### src/rtl/writeback_pkg.sv
// writeback_pkg
//   Shared types and constants for the writeback stage and its store
//   controller.
//   - wb_state_t : writeback FSM state encoding
//   - REG_CODE_W : width of an architectural register code
//   - DATA_W     : datapath width
//   - REG_RDX    : register code execute uses for special destinations
package writeback_pkg;

  localparam int REG_CODE_W = 4;
  localparam int DATA_W     = 64;

  localparam logic [REG_CODE_W-1:0] REG_RDX = 4'd2;

  typedef enum logic [1:0] {
    IDLE    = 2'd0,
    REG_WB  = 2'd1,
    MEM_REQ = 2'd2,
    HALTED  = 2'd3
  } wb_state_t;

endpackage

### src/rtl/writeback_store_ctrl.sv
// writeback_store_ctrl
//   Owns the memory-destination store handshake. A start pulse latches the
//   store address and data and raises the request on the next cycle; the
//   request is held with stable address/data until ack is sampled high.
//   Ports:
//     clk, reset        core clock, asynchronous active-high reset
//     startPulse        store accepted this cycle (one cycle)
//     storeAddr/Data    address and data to latch on startPulse
//     ack               memory accepted the store (ignored while not busy)
//     busy              request outstanding (drives memReqOut)
//     done              ack sampled this cycle while busy (combinational)
//     memAddr/memData   latched store address and data
module writeback_store_ctrl
  import writeback_pkg::*;
(
  input  logic              clk,
  input  logic              reset,
  input  logic              startPulse,
  input  logic [DATA_W-1:0] storeAddr,
  input  logic [DATA_W-1:0] storeData,
  input  logic              ack,
  output logic              busy,
  output logic              done,
  output logic [DATA_W-1:0] memAddr,
  output logic [DATA_W-1:0] memData
);

  logic              busy_p1;
  logic [DATA_W-1:0] addr_p1;
  logic [DATA_W-1:0] data_p1;

  // Request stage: busy, address and data registered on the start edge.
  always_ff @(posedge clk or posedge reset) begin
    if (reset) begin
      busy_p1 <= 1'b0;
      addr_p1 <= '0;
      data_p1 <= '0;
    end else begin
      if (startPulse) begin
        busy_p1 <= 1'b1;
        addr_p1 <= storeAddr;
        data_p1 <= storeData;
      end else if (done) begin
        busy_p1 <= 1'b0;
      end
    end
  end

  // Ack only counts while a request is outstanding.
  assign done    = busy_p1 && ack;
  assign busy    = busy_p1;
  assign memAddr = addr_p1;
  assign memData = data_p1;

endmodule

### src/rtl/writeback.sv
// writeback
//   Final pipeline stage: commits execute results to the register file,
//   performs memory-destination stores through a req/ack handshake, counts
//   retired instructions and latches halt on a kill instruction.
//   Optional feature macro: WB_BYPASS_EN adds forwarding outputs that
//   mirror the primary register write (or the special write when the
//   primary one is suppressed by an equal destination code).
//   Ports:
//     clk, reset                      clock, asynchronous active-high reset
//     isExecuteSuccessfulIn, killIn   execute result valid / kill qualifier
//     currentRipIn                    RIP of incoming instruction
//     aluResultIn, aluResultSpecialIn primary and special results
//     destRegIn, destRegSpecialIn     destination register codes
//     destRegSpecialValidIn           special write requested
//     isMemoryAccessDestIn            destination is memory
//     memoryAddressDestIn             store address
//     memAckIn                        store accepted by memory
//     regWrite*Out                    primary register-file write port
//     regWriteSpecial*Out             special register-file write port
//     memReqOut/memAddrOut/memDataOut store request
//     wbStallOut                      stage cannot accept a new result
//     haltOut                         sticky halt
//     retiredRipOut/retiredCountOut   last retired RIP / retire counter
//     bypass*Out (WB_BYPASS_EN only)  forwarding of the register write
module writeback
  import writeback_pkg::*;
(
  input  logic                  clk,
  input  logic                  reset,
  input  logic                  isExecuteSuccessfulIn,
  input  logic                  killIn,
  input  logic [DATA_W-1:0]     currentRipIn,
  input  logic [DATA_W-1:0]     aluResultIn,
  input  logic [DATA_W-1:0]     aluResultSpecialIn,
  input  logic [REG_CODE_W-1:0] destRegIn,
  input  logic [REG_CODE_W-1:0] destRegSpecialIn,
  input  logic                  destRegSpecialValidIn,
  input  logic                  isMemoryAccessDestIn,
  input  logic [DATA_W-1:0]     memoryAddressDestIn,
  input  logic                  memAckIn,
  output logic                  regWriteEnOut,
  output logic [REG_CODE_W-1:0] regWriteAddrOut,
  output logic [DATA_W-1:0]     regWriteDataOut,
  output logic                  regWriteSpecialEnOut,
  output logic [REG_CODE_W-1:0] regWriteSpecialAddrOut,
  output logic [DATA_W-1:0]     regWriteSpecialDataOut,
  output logic                  memReqOut,
  output logic [DATA_W-1:0]     memAddrOut,
  output logic [DATA_W-1:0]     memDataOut,
  output logic                  wbStallOut,
  output logic                  haltOut,
  output logic [DATA_W-1:0]     retiredRipOut,
  output logic [DATA_W-1:0]     retiredCountOut
`ifdef WB_BYPASS_EN
  ,
  output logic                  bypassValidOut,
  output logic [REG_CODE_W-1:0] bypassRegOut,
  output logic [DATA_W-1:0]     bypassDataOut
`endif
);

  wb_state_t state, stateNext;

  logic [DATA_W-1:0]     rip_p1;
  logic [DATA_W-1:0]     result_p1;
  logic [DATA_W-1:0]     resultSpecial_p1;
  logic [REG_CODE_W-1:0] destReg_p1;
  logic [REG_CODE_W-1:0] destRegSpecial_p1;
  logic                  specialValid_p1;

  logic [DATA_W-1:0] retiredRip;
  logic [DATA_W-1:0] retiredCount;

  logic accept;
  logic startStore;
  logic storeBusy;
  logic storeDone;
  logic specialShadows;
  logic retireOld;
  logic retireKill;

  assign accept     = isExecuteSuccessfulIn && !wbStallOut;
  assign startStore = accept && !killIn && isMemoryAccessDestIn;

  // Store handshake sub-block; it latches the store address and data.
  writeback_store_ctrl u_storeCtrl (
    .clk       (clk),
    .reset     (reset),
    .startPulse(startStore),
    .storeAddr (memoryAddressDestIn),
    .storeData (aluResultIn),
    .ack       (memAckIn),
    .busy      (storeBusy),
    .done      (storeDone),
    .memAddr   (memAddrOut),
    .memData   (memDataOut)
  );

  always_comb begin
    stateNext = state;
    case (state)
      IDLE, REG_WB: begin
        if (accept) begin
          if (killIn)                    stateNext = HALTED;
          else if (isMemoryAccessDestIn) stateNext = MEM_REQ;
          else                           stateNext = REG_WB;
        end else begin
          stateNext = IDLE;
        end
      end
      MEM_REQ: if (storeDone) stateNext = IDLE;
      HALTED:  stateNext = HALTED;
      default: stateNext = IDLE;
    endcase
  end

  // An instruction leaves the stage either at the end of its REG_WB cycle or
  // on the edge its store ack is sampled. A kill retires on its own accept
  // edge; a REG_WB instruction retiring on that same edge also counts.
  assign retireOld  = (state == REG_WB) || ((state == MEM_REQ) && storeDone);
  assign retireKill = accept && killIn;

  // Capture stage: state, input fields and retirement bookkeeping.
  always_ff @(posedge clk or posedge reset) begin
    if (reset) begin
      state             <= IDLE;
      rip_p1            <= '0;
      result_p1         <= '0;
      resultSpecial_p1  <= '0;
      destReg_p1        <= '0;
      destRegSpecial_p1 <= '0;
      specialValid_p1   <= 1'b0;
      retiredRip        <= '0;
      retiredCount      <= '0;
    end else begin
      state <= stateNext;
      if (accept) begin
        rip_p1            <= currentRipIn;
        result_p1         <= aluResultIn;
        resultSpecial_p1  <= aluResultSpecialIn;
        destReg_p1        <= destRegIn;
        destRegSpecial_p1 <= destRegSpecialIn;
        specialValid_p1   <= destRegSpecialValidIn;
      end
      retiredCount <= retiredCount
                    + {{(DATA_W-1){1'b0}}, retireOld}
                    + {{(DATA_W-1){1'b0}}, retireKill};
      if (retireKill)     retiredRip <= currentRipIn;
      else if (retireOld) retiredRip <= rip_p1;
    end
  end

  // When both writes target the same register the special result wins.
  assign specialShadows = specialValid_p1 && (destReg_p1 == destRegSpecial_p1);

  assign regWriteEnOut          = (state == REG_WB) && !specialShadows;
  assign regWriteAddrOut        = destReg_p1;
  assign regWriteDataOut        = result_p1;
  assign regWriteSpecialEnOut   = specialValid_p1 &&
                                  ((state == REG_WB) || ((state == MEM_REQ) && storeDone));
  assign regWriteSpecialAddrOut = destRegSpecial_p1;
  assign regWriteSpecialDataOut = resultSpecial_p1;

  assign memReqOut       = storeBusy;
  assign wbStallOut      = (state == MEM_REQ) || (state == HALTED);
  assign haltOut         = (state == HALTED);
  assign retiredRipOut   = retiredRip;
  assign retiredCountOut = retiredCount;

`ifdef WB_BYPASS_EN
  // Forward whatever lands in the destination register this REG_WB cycle.
  always_comb begin
    bypassValidOut = 1'b0;
    bypassRegOut   = '0;
    bypassDataOut  = '0;
    if (state == REG_WB) begin
      bypassValidOut = 1'b1;
      if (specialShadows) begin
        bypassRegOut  = destRegSpecial_p1;
        bypassDataOut = resultSpecial_p1;
      end else begin
        bypassRegOut  = destReg_p1;
        bypassDataOut = result_p1;
      end
    end
  end
`endif

endmodule

### config.mk
export PLATFORM = sky130hd
export DESIGN_NAME = writeback
export DESIGN_NICKNAME = d
export VERILOG_FILES = /design/src/rtl/writeback_pkg.sv /design/src/rtl/writeback_store_ctrl.sv /design/src/rtl/writeback.sv
export SDC_FILE = /design/constraint.sdc
export NUM_CORES = 1
export LEC_CHECK = 0
export CAP_MARGIN = 20
export CORE_AREA = 8 8 251 253
export CTS_CLUSTER_SIZE = 8
export DETAILED_ROUTE_END_ITERATION = 8
export DIE_AREA = 0 0 259 261
export PLACE_DENSITY = 0.71
export SYNTH_ARGS = -nofsm -noshare
export SYNTH_HDL_FRONTEND = slang
export SYNTH_SLANG_ARGS = --single-unit
### constraint.sdc
create_clock -name clk -period 14.3 [get_ports clk]
set_input_delay 1.43 -clock clk [delete_from_list [all_inputs] [get_ports clk]]
set_output_delay 1.43 -clock clk [all_outputs]
set_load 0.005 [all_outputs]
Yosys cells after proc, flatten, opt, wreduce, memory -nomap -nowiden. Cells that the tools add are included.

Bits in registers: 460. Input port bits: 271. Output and inout bits: 397.

$add $sub $neg: 2. Equal/unequal tests: 5. Multiplexer cells: 9. Reductions and logical operators: 18.

Operators with widths (number): $add A64 B1 Y64 (2); $mux W64 (2); $logic_and A1 B1 Y1 (9); $mux W2 (4); $pmux W2 S3 (1); $eq A2 B2 Y1 const B (2); $eq A4 B4 Y1 (1); $reduce_bool A2 Y1 (2); $logic_not A1 Y1 (3); $eq A2 B1 Y1 const B (1); $logic_not A2 Y1 (1); $logic_or A1 B1 Y1 (2); $mux W1 (2); $ne A2 B2 Y1 const B (1); $reduce_or A2 Y1 (1).

Depth between registers and ports, before layout. Gate-level depths: netlist of run 1.

Depth in word-level cells: 7. Mapped depth: 15.

By module. Synthesis of run 1 repeated with hierarchy kept, for this count alone.

Cell total of the unflattened synthesis: 1695. Area total of the unflattened synthesis: 18437.7 um2.

By module, submodules not included: writeback (instances 1, cells an instance 1420, area an instance 13595.5 um2); writeback_store_ctrl (instances 1, cells an instance 275, area an instance 4842.1 um2).

Worst setup path after synthesis of run 1. OpenSTA, ideal clock, no wires.

Kind: in2reg. Start: in isExecuteSuccessfulIn. End: reg retiredCount[27] (netlist: retiredCountOut[27]). Setup time: 0.125 ns. Arrival time: 3.929 ns. Data required time: 14.175 ns. Slack: 10.245 ns. Stages on the path: 11. Cells stage by stage: nor2b_1 -> clkbuf_1 -> nand2_1 -> clkbuf_1 -> clkbuf_1 -> fa_1 -> nand4b_4 -> or4_4 -> nor4_4 -> nand3_2 -> xnor2_1.

Longest elaborated chain between the ends: 3.

Ends and longest elaborated chain: from (decl) (line writeback.sv:30) `input logic isExecuteSuccessfulIn,`; $logic_and A1 B1 Y1 (line writeback.sv:82) `assign accept = isExecuteSuccessfulIn && !wbStallOut;`; $logic_and A1 B1 Y1 (line writeback.sv:121) `assign retireKill = accept && killIn;`; $add A64 B1 Y64 (line writeback.sv:147) `+ {{(DATA_W-1){1'b0}}, retireKill};`; to (signal assigned) (line writeback.sv:145) `retiredCount <= retiredCount`; to (decl) (line writeback.sv:72) `logic [DATA_W-1:0] retiredCount;`.

No other way between the ends. A chain may end at the register's enable or synchronous reset.

Worst setup path in the final report of run 1.
Start: in memAckIn. End: out regWriteSpecialEnOut.

Longest elaborated chain between the ends: 4.

Ends and longest elaborated chain: from (decl) (line writeback.sv:40) `input logic memAckIn,`; $logic_and A1 B1 Y1 (line writeback_store_ctrl.sv:50) `assign done = busy_p1 && ack;`; $logic_and A1 B1 Y1 (line writeback.sv:160) `((state == REG_WB) || ((state == MEM_REQ) && storeDone));`; $logic_or A1 B1 Y1 (line writeback.sv:160); $logic_and A1 B1 Y1 (line writeback.sv:159) `assign regWriteSpecialEnOut = specialValid_p1 &&`; to (decl) (line writeback.sv:44) `output logic regWriteSpecialEnOut,`.

No other way between the ends.

==> flow_metrics.py, run 1 <==
metrics = {
    "synthesis": {
        "yosys-top-cells-area": "dfrtp_1 62%, nand2_1 13%, mux2_2 7.8%",
        "ys_ff_latch": 460,
        "synth.yosys.seq_area_share_pct": 62.5,
        "avgSynthCellArea_um2": 10.8,
        "netlist_instances": 1708,
        "synth_common_cells": "625 x nand2_1, 460 x dfrtp_1, 128 x mux2_2",
        "synth_top_family_by_area": "simple AND/OR/NAND/NOR gates",
        "synth_nets": 1981,
        "synth-compound-area-share_pct": 1.95,
        "synth_top_area_share_pct": 62.5,
        "yosys_most_used_dff": "dfrtp_1",
        "yosysTopAreaCell": "dfrtp_1",
        "synth.area.mux_share_pct": 11.4,
        "synthAdderAreaFrac_pct": 0.177,
        "yosys.area_share.simple_pct": 18.7,
        "yosysMostFrequentCell": "nand2_1",
        "yosysWarnings": 0,
        "synth_xor_xnor_area_share_pct": 3.14,
        "synth-async-reset-ratio_pct": 100,
        "synth_area_mm2": 0.0184,
        "synth_edf_count": 0,
        "synth.distinct_cells": 40,
    },
    "power": {
        "ir_drop_mv": 0.138,
        "power_frac_seq_pct": 38.4,
        "p_per_area_mw_per_mm2": 205,
        "pwr-share-clk_pct": 25.2,
        "switching_share_pct": 30.7,
        "leakage_nw": 13.0,
        "pwr-share-comb_pct": 36.4,
        "p_sw_mw": 1.75,
        "p_int_mw": 3.95,
    },
    "cts": {
        "post_cts_buffers": 0,
        "cts_max_level": 3,
        "cts.reportedPaths.clkPinSlew_ps": 50,
        "cts_sinks": 460,
        "cts_tree": "yes",
        "insertion_delay_ps": 590,
        "cts_resized": 0,
        "hold_buffers": 0,
        "cts_max_path_buffers": 3,
        "numCtsBuffers": 68,
        "cts_root_buffer": "clkbuf_16",
    },
    "timing": {
        "hold_viol": 0,
        "worst_pin_slew_ps": 1070,
        "finalHoldWorstSlack_ps": 468,
        "period_share_pct": 38.3,
        "fin_ws_ps": 8830,
        "max_freq_ghz": 0.183,
        "setup_viol": 0,
        "rsz0062_at_grt": "no",
        "clock-skew-final_ps": 15.8,
        "finalCriticalPeriod_ps": 5470,
        "slew_headroom_pct": 28.8,
        "tns_ps": 0,
        "finalMaxSlewViolations": 0,
    },
    "routing": {
        "first_iter_violations": 872,
        "drc_errors": 0,
        "vias": 15000,
        "ant_nets": 0,
        "avgViaCountPerCell": 4.73,
        "finalWirelength_um": 63200,
        "wl_per_cell_um": 20.0,
        "drt_pass1_iterations": 5,
    },
    "min_path": {
        "min_path_type": "register to register",
        "hold_start": "regWriteSpecialDataOut[24]$_DFFE_PP0N_",
    },
    "floorplan": {
        "num_io_pins": 668,
        "die_area_mm2": 0.0676,
        "chipHeight_um": 261,
        "core_area_mm2": 0.0593,
        "start_util_pct": 31.0,
        "rows": 90,
        "die_x_um": 259,
    },
    "global_route": {
        "grt_pass1_wl_um": 95400,
        "track_usage_pct": 18.0,
        "gr-total-overflow": 0,
        "grt_antenna_before_repair": 4,
        "grt_pass1_vias": 16000,
        "grt_max_degree": 204,
    },
    "place": {
        "dpl_worst_slack_ps": 8530,
        "hpwlAfterDp_um": 46100,
        "place_congestion": 0.882,
        "io_buffers": 667,
        "dpl_cell_area_mm2": 0.0259,
    },
    "cells_and_area": {
        "fin_util_pct": 46.8,
        "drive_above_1_share_pct": 10.2,
        "postLayoutCellArea_mm2": 0.0278,
        "nets": 2646,
        "area_growth_pct": 50.8,
    },
    "setup_path": {
        "reg2reg_depth": 12,
        "worst-r2r-setup-slack_ps": 10150,
        "worst_r2r_endpoint": "retiredCountOut[54]$_DFF_PP0_",
        "regToRegStartpoint": "state[1]$_DFFE_PP0P_",
        "crit_end": "regWriteSpecialEnOut",
        "path_max_fanout": 52,
        "start_kind": "input port",
        "required_ps": 12870,
        "end_kind": "output port",
        "arrival_ps": 4040,
        "cp-startpoint": "memAckIn",
        "criticalPathCategory": "input port to output port",
    },
    "job": {
        "drv_cap": 0,
    },
    "run_status": {
        "status": "finished, final reports clean",
    },
}
==> metrics by stage <==
stage                     std cells  total power, mW
after floorplan                1708             2.92
after global placement         3084             4.23
after detailed placement       3084             4.30
after CTS                      3162             5.78
after global routing           3164             6.04
final                          3165             5.70
==> cells by family (layout without fill, tap and decap cells) <==
group | Yosys count | after routing
AOI/OAI and AO/OA | 70 | 70
xor gates and xnor gates | 66 | 66
adders and majority gates | 2 | 2
buffers and inverters | 98 | 771
DFF | 460 | 460
muxes | 193 | 193
other | 0 | 2
and+or+nand+nor | 819 | 819
==> registers in the layout (all words and copies together), names as in the netlist, named ones only <==
signal	flops
regWriteDataOut	64
regWriteSpecialDataOut	64
retiredCountOut	64
retiredRipOut	64
rip_p1	64
u_storeCtrl.memAddr	64
u_storeCtrl.memData	64
regWriteAddrOut	4
regWriteSpecialAddrOut	4
specialValid_p1	1
state	1
u_storeCtrl.busy	1
==> per-layer routing <==
layer  global-route usage (%)  wire length, µm  vias up
li1                         -                -     6844
met1                     20.7            24000     7401
met2                     30.7            31600      580
met3                     6.13             5190      135
met4                     7.45             2400        4
met5                        0               23        -
==> power groups by stage <==
stage / clock (mW) / combinational (mW) / sequential [mW]
6_report: 1.44 / 2.07 / 2.19
5_1_grt: 1.53 / 2.25 / 2.26
4_1_cts: 1.47 / 2.11 / 2.19
3_5_place_dp: 0 / 2.10 / 2.20
3_3_place_gp: 0 / 2.06 / 2.17
2_1_floorplan: 0 / 0.729 / 2.19
==> worst max-delay path: stages <==
cell and delay (ps):
clkdlybuf4s50_1 440, nand2_1 90, nor2_1 60, mux2i_4 590
buf_4 820, nor2b_1 100, clkdlybuf4s50_1 490
==> worst min-delay path by stage <==
stage	to	cells after the start
after floorplan	rip_p1[0]$_DFFE_PP0N_	2
after global placement	rip_p1[59]$_DFFE_PP0N_	2
after detailed placement	regWriteSpecialDataOut[47]$_DFFE_PP0N_	2
after CTS	rip_p1[57]$_DFFE_PP0N_	2
after global routing	regWriteDataOut[0]$_DFFE_PP0N_	2
final	regWriteSpecialDataOut[24]$_DFFE_PP0N_	2
==> placed cells by master (no fill, tap or decap), types with 2 or more instances in the layout <==
cell             count
xor2_1              35
nor3_1              19
dfrtp_1            460
inv_1               12
nor4_1               5
nand4b_4             2
nor4_2               5
o21ai_0              3
nor4_4               2
a21oi_1             64
clkinv_16            2
xnor2_1             31
and3_1               8
buf_4               11
inv_16               2
and4_1               4
nand4_1             24
nand2_1            624
diode_2              2
mux2_2             128
nor2b_1              2
clkbuf_16           69
clkdlybuf4s50_1    667
nand3_2              5
mux2i_1             64
nor2_1              86
nand3_1             20
==> area by class of cell <==
| class | instances | area (µm²) |
|---|---|---|
| clock buffers | 71 | 1740 |
| flip-flops and latches | 460 | 11500 |
| repair buffers | 680 | 6810 |
| multi-input cells | 1150 | 6550 |
| inverters | 13 | 56.3 |
| fillers | 5293 | 31600 |
| well taps | 782 | 978 |
| clock inverters | 7 | 123 |
| diodes | 2 | 5.00 |
No activity file was read; power rests on OpenSTA's default activity.
==> run 2, diff against run 1 <==
--- a/config.mk
+++ b/config.mk
@@ -10,7 +10,7 @@
 export CTS_CLUSTER_SIZE = 8
 export DETAILED_ROUTE_END_ITERATION = 8
 export DIE_AREA = 0 0 259 261
-export PLACE_DENSITY = 0.71
+export PLACE_DENSITY = 0.69
 export SYNTH_ARGS = -nofsm -noshare
 export SYNTH_HDL_FRONTEND = slang
 export SYNTH_SLANG_ARGS = --single-unit
==> constraint.sdc (replaced) <==
create_clock -name clk -period 5.3 [get_ports clk]
set_input_delay 0.53 -clock clk [delete_from_list [all_inputs] [get_ports clk]]
set_output_delay 0.53 -clock clk [all_outputs]
set_load 0.005 [all_outputs]
==> flow_metrics.py, run 2 (same netlist as run 1, synthesis figures left out) <==
metrics = {
    "routing": {
        "first_iter_violations": 1007,
        "ant_nets": 0,
        "drt_pass1_iterations": 5,
        "drc_errors": 0,
        "vias": 14900,
        "avgViaCountPerCell": 4.70,
        "finalWirelength_um": 64100,
        "wl_per_cell_um": 20.2,
    },
    "place": {
        "dpl_worst_slack_ps": 1180,
        "hpwlAfterDp_um": 46600,
        "place_congestion": 0.872,
        "io_buffers": 667,
    },
    "setup_path": {
        "arrival_ps": 3890,
        "cp_cell_sequence": "clkdlybuf4s50_1 > nor2b_4 > nand2_4 > fa_1 > inv_1 > ha_1 > nand3_1 > nor4_2 > buf_4 > and3_1 > nand4_1 > xnor2_1",
        "start_kind": "input port",
        "path_max_fanout": 57,
        "max_stage_delay_ps": 630,
        "cp_num_buf_inv": 3,
        "crit_family": "simple AND/OR/NAND/NOR gates",
        "end_kind": "register",
        "crit_slowest_cell": "fa_1",
        "criticalPathCategory": "input port to register",
        "required_ps": 5750,
    },
    "min_path": {
        "min_path_type": "input port to asynchronous set/reset pin",
    },
    "timing": {
        "hold_viol": 0,
        "rsz0062_at_grt": "no",
        "finalMaxSlewViolations": 0,
        "fin_ws_ps": 1860,
        "worst_pin_slew_ps": 1030,
        "slew_headroom_pct": 31.5,
        "clock-skew-final_ps": 20.8,
        "period_share_pct": 64.9,
        "setup_viol": 0,
        "finalHoldWorstSlack_ps": 447,
        "finalCriticalPeriod_ps": 3440,
        "tns_ps": 0,
        "max_freq_ghz": 0.291,
    },
    "cts": {
        "cts.reportedPaths.clkPinSlew_ps": 50,
        "cts_resized": 0,
        "hold_buffers": 0,
        "insertion_delay_ps": 590,
        "cts_sinks": 460,
        "numCtsBuffers": 68,
        "cts_tree": "yes",
        "cts_root_buffer": "clkbuf_16",
        "post_cts_buffers": 0,
        "cts_max_level": 3,
        "cts_max_path_buffers": 3,
    },
    "cells_and_area": {
        "drive_above_1_share_pct": 10.2,
        "mostFrequentLayoutCell": "clkdlybuf4s50_1",
        "regArea_mm2": 0.0115,
        "area_growth_pct": 51.3,
        "nets": 2646,
        "fillerInstances": 5371,
        "multiInputGateArea_mm2": 0.00655,
        "final_cell_mix": "667 x clkdlybuf4s50_1, 624 x nand2_1, 460 x dfrtp_1",
    },
    "power": {
        "p_per_area_mw_per_mm2": 556,
        "p_int_mw": 10.7,
        "leakage_nw": 13.0,
        "pwr-share-clk_pct": 25.5,
        "switching_share_pct": 30.8,
        "pwr-share-comb_pct": 36.4,
        "p_sw_mw": 4.77,
        "power_frac_seq_pct": 38.1,
        "ir_drop_mv": 0.366,
    },
    "floorplan": {
        "die_x_um": 259,
        "core_area_mm2": 0.0593,
        "num_io_pins": 668,
        "rows": 90,
        "chipHeight_um": 261,
        "die_area_mm2": 0.0676,
        "start_util_pct": 31.0,
    },
    "global_route": {
        "grt_antenna_before_repair": 8,
        "grt_pass1_wl_um": 97700,
        "grt_max_degree": 203,
        "track_usage_pct": 18.4,
        "gr-total-overflow": 0,
        "grt_pass1_vias": 16200,
    },
    "run_status": {
        "status": "finished, final reports clean",
    },
    "job": {
        "drv_cap": 0,
    },
}
[run 2: cell count changes in the layout (fill, tap and decap cells not counted), moves of 2 or more]
cell	delta
clkinv_8	+2
buf_4	-4
diode_2	+4
buf_12	+5
[run 2: path summary, 6_finish.rpt]
kind / start / end / slack, ps / cells past startpoint
min in group clk: rip_p1[42]$_DFFE_PP0N_ / rip_p1[42]$_DFFE_PP0N_ / 470 / 2
min reg2reg: rip_p1[42]$_DFFE_PP0N_ / rip_p1[42]$_DFFE_PP0N_ / 470 / 2
max in group asynchronous: reset / regWriteDataOut[22]$_DFFE_PP0N_ / 3560 / 3
max reg2reg: state[1]$_DFFE_PP0P_ / retiredCountOut[38]$_DFF_PP0_ / 1990 / 11
max: isExecuteSuccessfulIn / retiredCountOut[38]$_DFF_PP0_ / 1860 / 12
min: reset / regWriteSpecialAddrOut[0]$_DFFE_PP0N_ / 450 / 2
[run 2: layout make-up]
| class | count | area share, % |
|---|---|---|
| well taps | 782 | 3.51 |
| inverters | 13 | 0.189 |
| multi-input cells | 1150 | 23.5 |
| clock inverters | 8 | 0.512 |
| flip-flops and latches | 460 | 41.3 |
| repair buffers | 680 | 24.6 |
| diodes | 6 | 0.0539 |
| clock buffers | 72 | 6.31 |
[run 2: power by group through the flow]
stage | clock network (mW) | registers (mW) | logic, mW
floorplan | 0 | 5.90 | 1.97
global placement | 0 | 5.84 | 5.62
detailed placement | 0 | 5.92 | 5.71
CTS | 4.07 | 5.90 | 5.75
global route | 4.22 | 6.08 | 6.13
finish | 3.95 | 5.90 | 5.65
[run 2: routing by layer]
| metal | GRT usage, % | vias up | part of all wire [%] |
|---|---|---|---|
| met2 | 31.7 | 556 | 51 |
| met4 | 7.37 | 4 | 3.2 |
| met3 | 6.08 | 111 | 8.4 |
| met1 | 21.0 | 7375 | 38 |
| met5 | 0 | - | 0.042 |
| li1 | - | 6858 | - |
[run 2: per-stage QoR]
stage               instances  utilization [%]  total power [mW]  cell area, µm²
global placement         3085             43.7              11.5           25900
detailed placement       3085             43.7              11.6           25900
CTS                      3165             46.9              15.7           27800
floorplan                1708                -              7.87           18400
finish                   3171             46.9              15.5           27900
global route             3169             46.9              16.4           27900
==> run 3, diff against run 2 <==
==> constraint.sdc (replaced) <==
create_clock -name clk -period 3.4 [get_ports clk]
set_input_delay 0.34 -clock clk [delete_from_list [all_inputs] [get_ports clk]]
set_output_delay 0.34 -clock clk [all_outputs]
set_load 0.005 [all_outputs]
==> flow_metrics.py, run 3 (same netlist as run 1, synthesis figures left out) <==
metrics = {
    "run_status": {
        "status": "finished, final reports clean",
    },
    "floorplan": {
        "rows": 90,
        "die_area_mm2": 0.0676,
        "num_io_pins": 668,
        "core_area_mm2": 0.0593,
        "chipHeight_um": 261,
        "die_x_um": 259,
        "start_util_pct": 31.0,
    },
    "cts": {
        "cts_max_level": 3,
        "insertion_delay_ps": 580,
        "cts_tree": "yes",
        "cts_max_path_buffers": 3,
        "cts.reportedPaths.clkPinSlew_ps": 50,
        "cts_resized": 0,
        "cts_sinks": 460,
        "cts_root_buffer": "clkbuf_16",
        "hold_buffers": 0,
        "post_cts_buffers": 0,
        "numCtsBuffers": 67,
    },
    "setup_path": {
        "end_kind": "register",
        "cp_cell_sequence": "nor2b_4 > nand2_4 > fa_1 > inv_1 > ha_1 > nand3_1 > nor4_2 > buf_4 > and3_1 > nand4_1 > xnor2_1",
        "crit_slowest_cell": "fa_1",
        "required_ps": 3850,
        "crit_family": "simple AND/OR/NAND/NOR gates",
        "arrival_ps": 3380,
        "cp_num_buf_inv": 2,
        "path_max_fanout": 11,
        "max_stage_delay_ps": 530,
        "reg2reg_depth": 11,
        "criticalPathCategory": "register to register",
        "start_kind": "register",
        "cp.depth": 11,
    },
    "place": {
        "place_congestion": 0.863,
        "io_buffers": 667,
        "dpl_cell_area_mm2": 0.0261,
        "hpwlAfterDp_um": 47700,
        "place_inst": 3101,
    },
    "cells_and_area": {
        "drive_above_1_share_pct": 10.7,
        "mostFrequentLayoutCell": "clkdlybuf4s50_1",
        "nets": 2662,
        "final_cell_mix": "667 x clkdlybuf4s50_1, 624 x nand2_1, 460 x dfrtp_1",
        "postLayoutCellArea_mm2": 0.0280,
        "instances_no_fill": 3185,
        "area_growth_pct": 52.0,
        "fillerInstances": 5325,
    },
    "routing": {
        "drc_errors": 0,
        "avgViaCountPerCell": 4.67,
        "first_iter_violations": 884,
        "ant_nets": 0,
        "finalWirelength_um": 65100,
        "drt_pass1_iterations": 5,
        "wl_per_cell_um": 20.4,
        "vias": 14900,
    },
    "timing": {
        "rsz0062_at_grt": "no",
        "setup_viol": 0,
        "finalCriticalPeriod_ps": 2930,
        "max_freq_ghz": 0.342,
        "clock-skew-final_ps": 17.9,
        "hold_viol": 0,
        "tns_ps": 0,
        "worst_pin_slew_ps": 1130,
        "finalHoldWorstSlack_ps": 173,
        "slew_headroom_pct": 24.5,
        "finalMaxSlewViolations": 0,
        "period_share_pct": 86.1,
    },
    "power": {
        "ir_drop_mv": 0.550,
        "p_sw_mw": 7.45,
        "p_per_area_mw_per_mm2": 860,
        "power_frac_seq_pct": 38.2,
        "leakage_nw": 13.1,
        "switching_share_pct": 31.0,
        "p_int_mw": 16.6,
        "pwr-share-comb_pct": 36.8,
        "pwr-share-clk_pct": 24.9,
    },
    "global_route": {
        "gr-total-overflow": 0,
        "track_usage_pct": 18.7,
        "grt_pass1_wl_um": 98200,
        "grt_pass1_vias": 16000,
        "grt_antenna_before_repair": 10,
        "grt_max_degree": 203,
    },
    "job": {
        "drv_cap": 0,
    },
    "min_path": {
        "min_path_type": "input port to asynchronous set/reset pin",
    },
}
run 3: per-stage QoR:
stage	setup WS, ps	power (mW)	utilization, %
after global routing	174	25.5	47.2
after floorplan	-3160	12.3	-
final	473	24.1	47.2
after global placement	160	17.9	44.0
after CTS	442	24.4	47.1
after detailed placement	118	18.2	44.0
run 3: worst paths after layout:
path / slack (ps) / end / start
worst max register to register: 470 / retiredCountOut[46]$_DFF_PP0_ / state[1]$_DFFE_PP0P_
min in group clk: 290 / regWriteSpecialDataOut[26]$_DFFE_PP0N_ / aluResultSpecialIn[26]
max in group asynchronous: 2160 / retiredCountOut[14]$_DFF_PP0_ / reset
worst max-delay path: 470 / retiredCountOut[46]$_DFF_PP0_ / state[1]$_DFFE_PP0P_
worst min-delay path: 170 / rip_p1[0]$_DFFE_PP0N_ / reset
worst min register to register: 470 / regWriteSpecialDataOut[57]$_DFFE_PP0N_ / regWriteSpecialDataOut[57]$_DFFE_PP0N_
run 3: final cells by class:
| cell class | count | area [µm²] | area share, % |
|---|---|---|---|
| clock buffers | 71 | 1720 | 6.15 |
| flip-flops and latches | 460 | 11500 | 41.1 |
| clock inverters | 5 | 116 | 0.416 |
| multi-input cells | 1150 | 6550 | 23.4 |
| diodes | 7 | 17.5 | 0.0626 |
| inverters | 13 | 52.6 | 0.188 |
| well taps | 782 | 978 | 3.49 |
| repair buffers | 697 | 7050 | 25.2 |
run 3: metal layers:
layer  up-vias  routed length [µm]  GRT usage [%]
met2       547               32600           31.7
met3       119                5400           6.51
met4         8                2190           7.64
met5         -                  55              0
li1       6899                   -              -
met1      7312               24900           21.4
run 3: power by group through the flow:
stage	clock, mW	combinational, mW	sequential (mW)
2_1_floorplan	0	3.07	9.20
3_3_place_gp	0	8.80	9.13
3_5_place_dp	0	8.95	9.25
4_1_cts	6.19	9.01	9.22
5_1_grt	6.41	9.57	9.50
6_report	6.00	8.87	9.20
